===== src/rtl/rom_loader.sv =====
// Loads a record-structured byte stream into the even/odd program ROM banks.
// Each record carries an address, a length, data bytes and a checksum; the image ends with a LEN==0 record.
module rom_loader #(
  parameter int unsigned SIZE    = 2048,
  parameter logic [15:0] ROMBASE = 16'h4000
) (
  input  logic        clk,
  input  logic        reset_n,
  input  logic        clear,
  input  logic [7:0]  in_data,
  input  logic        in_valid,
  output logic        in_ready,
  output logic [14:0] write_addr_even,
  output logic [7:0]  write_data_even,
  output logic        write_en_even,
  output logic [14:0] write_addr_odd,
  output logic [7:0]  write_data_odd,
  output logic        write_en_odd,
  output logic        busy,
  output logic        done,
  output logic [1:0]  error,
  output logic [15:0] bytes_written
);

  typedef enum logic [2:0] {
    S_ADDR_HI, S_ADDR_LO, S_LEN_HI, S_LEN_LO, S_DATA, S_CSUM, S_DONE, S_ERROR
  } state_t;

  localparam logic [16:0] SIZE_W = 17'(SIZE);

  state_t      state;
  logic [15:0] addr;
  logic [15:0] len;
  logic [15:0] idx;
  logic [7:0]  sum;
  logic        accept;
  logic [15:0] cpu_addr;
  logic [15:0] index;
  logic [7:0]  sum_next;

  assign in_ready = (state != S_DONE) && (state != S_ERROR);
  assign busy     = in_ready && (state != S_ADDR_HI);
  assign accept   = in_valid && in_ready;
  assign cpu_addr = addr + idx;
  assign index    = cpu_addr - ROMBASE;
  assign sum_next = sum + in_data;

  always_ff @(posedge clk) begin
    write_en_even <= 1'b0;
    write_en_odd  <= 1'b0;
    if (!reset_n || clear) begin
      state           <= S_ADDR_HI;
      addr            <= '0;
      len             <= '0;
      idx             <= '0;
      sum             <= '0;
      write_addr_even <= '0;
      write_data_even <= '0;
      write_addr_odd  <= '0;
      write_data_odd  <= '0;
      done            <= 1'b0;
      error           <= '0;
      bytes_written   <= '0;
    end else if (accept) begin
      sum <= sum_next;
      case (state)
        S_ADDR_HI: begin
          addr[15:8] <= in_data;
          state      <= S_ADDR_LO;
        end
        S_ADDR_LO: begin
          addr[7:0] <= in_data;
          state     <= S_LEN_HI;
        end
        S_LEN_HI: begin
          len[15:8] <= in_data;
          state     <= S_LEN_LO;
        end
        S_LEN_LO: begin
          len[7:0] <= in_data;
          idx      <= '0;
          state    <= ({len[15:8], in_data} == 16'h0000) ? S_CSUM : S_DATA;
        end
        S_DATA: begin
          // Out-of-range byte is consumed but not written; the record is abandoned here.
          if ({1'b0, index} >= SIZE_W) begin
            error <= 2'd2;
            state <= S_ERROR;
          end else begin
            if (cpu_addr[0]) begin
              write_addr_odd <= cpu_addr[15:1];
              write_data_odd <= in_data;
              write_en_odd   <= 1'b1;
            end else begin
              write_addr_even <= cpu_addr[15:1];
              write_data_even <= in_data;
              write_en_even   <= 1'b1;
            end
            bytes_written <= bytes_written + 16'd1;
            idx           <= idx + 16'd1;
            if (idx + 16'd1 == len) state <= S_CSUM;
          end
        end
        S_CSUM: begin
          sum <= '0;
          if (sum_next != 8'h00) begin
            error <= 2'd1;
            state <= S_ERROR;
          end else if (len == 16'h0000) begin
            done  <= 1'b1;
            state <= S_DONE;
          end else begin
            state <= S_ADDR_HI;
          end
        end
        default: ;
      endcase
    end
  end

endmodule


===== config.mk =====
export PLATFORM = sky130hd
export DESIGN_NAME = rom_loader
export DESIGN_NICKNAME = d
export VERILOG_FILES = /design/src/rtl/rom_loader.sv
export SDC_FILE = /design/constraint.sdc
export NUM_CORES = 1
export LEC_CHECK = 0
export CORE_MARGIN = 8
export CORE_UTILIZATION = 56
export DETAILED_ROUTE_END_ITERATION = 10
export PLACE_DENSITY = 0.84
export SYNTH_ARGS = -nofsm -noshare
export SYNTH_HDL_FRONTEND = slang
export SYNTH_SLANG_ARGS = --single-unit

===== constraint.sdc =====
create_clock -name clk -period 4 [get_ports clk]
set_input_delay 0.8 -clock clk [delete_from_list [all_inputs] [get_ports clk]]
set_output_delay 0.8 -clock clk [all_outputs]
set_load 0.01 [all_outputs]

==> metrics.md, run 1 <==
| Metric | Value |
|---|---|
| Clk_skew | 0.00654 ns |
| TritonCTS clock tree | yes |
| Cells after synthesis | 834 |
| CP Data Arrival Time | 3.90 ns |
| Via count | 6474 |
| Post-synth EDFFs | 0 |
| Crit path from | idx[4]$_SDFFE_PP0P_ |
| Layout cells sized above 1 | 7.83% |
| Stages on the worst setup path | 9 |
| Number of synthesized register bits | 126 |
| Synthesis-to-layout area growth | 23.1% |
| Antenna violation net count after detailed routing | 0 |
| Clock tree buffer depth | 2 |
| Core area | 11900 um^2 |
| Critical Path End | write_data_odd[5]$_SDFFE_PP0P_ |
| Largest stage delay, worst path | 0.56 ns |
| Fmax | 0.281 GHz |
| Reg-to-Reg End | write_data_odd[5]$_SDFFE_PP0P_ |
| FILL cells | 952 |
| Crit end category | flop |
| Slew margin rel. | 39.4% |
| VDD IR max | 0.270 mV |
| Tot GR Track Use | 23.2% |
| Number of max-cap violations | 0 |
| CP Cell Sequence | ha_1, a21o_1, a31oi_1, nand2_1, a211oi_1, mux2_2, nor4_2, and2_1, mux2i_1 |
| Drt pass-1 iters | 8 |
| Rows | 40 |
| Synth area leaders | dfxtp_1, nand2_1, mux2i_1 |
| Top cell type's share of synthesized area | 37.2% |
| Crit Path Category | reg2reg |
| RSZ-0062 raised after global routing | no |
| Final Setup Violations | 0 |
| Pwr/cell area | 367 nW/um^2 |
| CP Buf/Inv Count | 0 |
| Status | finished clean |
| Fin util | 70.2% |
| Post-synth ARST share | 0% |
| Worst-Skew Late Latency | 0.42 ns |
| Ys flop type | dfxtp_1 |
| ANT cells | 0 |
| Die area | 15900 um^2 |
| # port buffers | 80 |
| Leading area contributor after synthesis | dfxtp_1 |
| Syn Area/Cell | 8.14 um^2 |
| CP max FO | 9 |
| Worst EP required | 4.34 ns |
| Register area | 2520 um^2 |
| Post-CTS sizing | 0 |
| Drt via density | 6.07 |
| Multi-input logic area | 4030 um^2 |
| Highest-delay cell along the critical path | nor4_2 |
| Most common cell after layout, fill and taps aside | nand2_1 |
| Congestion Overflow GR | 0 |
| DRT Wirelength | 18.3 mm |
| Measured slew at the worst slew-check pin | 0.902 ns |
| Vias in the first global route | 6094 |
| Fin crit period | 3.56 ns |
| Net Count, Synth | 872 |
| Fin crit share | 89.0% |
| Register area share after synthesis | 37.2% |
| Commonest non-fill, non-tap cells in the layout | nand2_1, dfxtp_1, clkdlybuf4s50_1 |
| Critical path startpoint category | flop |
| Distinct cells, synth | 66 |
| Routed len/inst | 17.1 um |
| Min-Delay Path Class | reg2reg |
| Leakage | 3.32 nW |
| Initial antenna violation count | 0 |
| R2R cell count | 9 |
| CTS clk-pin slew, worst paths | 0.06 ns |
| Register-to-register setup slack | 0.44 ns |
| CTS Hold Buffers Added | 0 |
| Clock Sinks | 126 |
| Post-Syn Area | 6790 um^2 |
| RR Startpoint | idx[4]$_SDFFE_PP0P_ |
| First-pass GRT wire length | 30.3 mm |
| CTS H-tree depth | 4 |
| Initial core utilization | 57.0% |
| Setup TNS | 0 ns |
| Clk root buf | clkbuf_16 |
| I/O Pins | 81 |
| Die width | 126 um |
| Max Slew Vio Count | 0 |
| Largest net degree at the start of global routing | 70 |
| CP delay by family, top | simple AND/OR/NAND/NOR gates |
| Routability cong. | 0.967 |
| Postcts setup bufs | 0 |
| Final hold violation count | 0 |
| Dpl hpwl | 12.8 mm |
| Clock buffer count from CTS | 17 |
| Chip Height | 126 um |
| DRT iter0 DRCs | 678 |
| Final net count | 944 |
| YS warnings | 0 |
| Residual DRC | 0 |
==> worst min-delay path: stages, from the launching register on <==
cell and delay, ns:
dfxtp_1 0.30, inv_1 0.05, a21oi_1 0.05
==> cells by family (layout without fill, tap and decap cells) <==
family / after synthesis / in the layout / synth area share (%)
compound gates: 188 / 188 / 18.2
xor+xnor: 34 / 34 / 4.39
fa+ha+maj: 26 / 26 / 5.01
buf+inv: 59 / 144 / 3.61
flops: 126 / 126 / 37.2
mux: 42 / 42 / 6.28
simple gates: 359 / 359 / 25.4
==> how the worst min path moves through the flow <==
stage,start,slack [ns],cells past startpoint,endpoint
global route,write_data_even[2]$_SDFFE_PP0P_,0.48,2,write_data_even[2]$_SDFFE_PP0P_
global placement,write_addr_even[13]$_SDFFE_PP0P_,0.43,2,write_addr_even[13]$_SDFFE_PP0P_
floorplan,addr[0]$_SDFFE_PP0P_,0.44,2,addr[0]$_SDFFE_PP0P_
detailed placement,write_addr_even[13]$_SDFFE_PP0P_,0.44,2,write_addr_even[13]$_SDFFE_PP0P_
CTS,write_addr_even[13]$_SDFFE_PP0P_,0.45,2,write_addr_even[13]$_SDFFE_PP0P_
finish,write_addr_even[13]$_SDFFE_PP0P_,0.44,2,write_addr_even[13]$_SDFFE_PP0P_
==> metrics by stage <==
stage                     total power, mW  instances  setup WS (ns)  area (um^2)  hold WS, ns
final                                3.06       1066          0.438         8360        0.443
after global routing                 3.15       1066          0.258         8360        0.478
after CTS                            3.07       1066          0.448         8360        0.448
after detailed placement             1.47       1034          0.219         7730        0.439
after global placement               1.46       1034          0.390         7730        0.433
after floorplan                      1.41        834          0.965         6790        0.441
==> power breakdown <==
part           switching (mW)  internal [mW]
sequential            0.00812           1.26
combinational           0.112         0.0610
clock                   0.583           1.04
total                   0.703           2.36
==> state kept, by name, indices dropped and copies added (netlist names) <==
name,flops
addr,16
bytes_written,16
idx,16
len,16
write_addr_even,15
write_addr_odd,15
sum,8
write_data_even,8
write_data_odd,8
state,3
error,2
done,1
write_en_even,1
write_en_odd,1
==> area by class of cell <==
type | instances | share of cell area (%)
multi-input combinational | 649 | 48.2
sequential | 126 | 30.2
timing repair buffer | 99 | 11.3
clock buffer | 21 | 5.63
tap | 147 | 2.20
clock inverter | 11 | 1.87
inverter | 13 | 0.584
==> cell usage after synthesis, types with 4 or more instances <==
cell type / n
or3_1: 6
nor4_1: 16
nand2_1: 164
a211oi_1: 6
nor2_1: 45
and3_1: 19
nor2b_1: 8
or4_1: 5
a22oi_1: 5
nand4_1: 15
dfxtp_1: 126
nand3_1: 28
nand2b_1: 11
a21o_1: 11
o31ai_1: 6
xor2_1: 14
inv_1: 13
mux2i_1: 40
o21ai_0: 26
and2_1: 12
buf_2: 7
ha_1: 24
a31oi_1: 19
a21oi_1: 62
o21a_1: 5
xnor2_1: 20
clkbuf_1: 36
o211ai_1: 4
nor3_1: 15
o2111ai_1: 4
==> routing by layer <==
layer	vias to the layer above	global-route usage (%)	routed length [um]
met5	-	0	0
met4	0	9.48	592
met3	53	5.15	1290
met2	284	38.2	8800
met1	2994	28.7	7570
li1	3143	-	-
No activity file was read; power rests on OpenSTA's default activity.
==> run 2: changes to the inputs <==
- SKIP_CTS_REPAIR_TIMING: not set -> 1
==> results of run 2 <==
Final layout, timing and power as in run 1 (identical DEF).
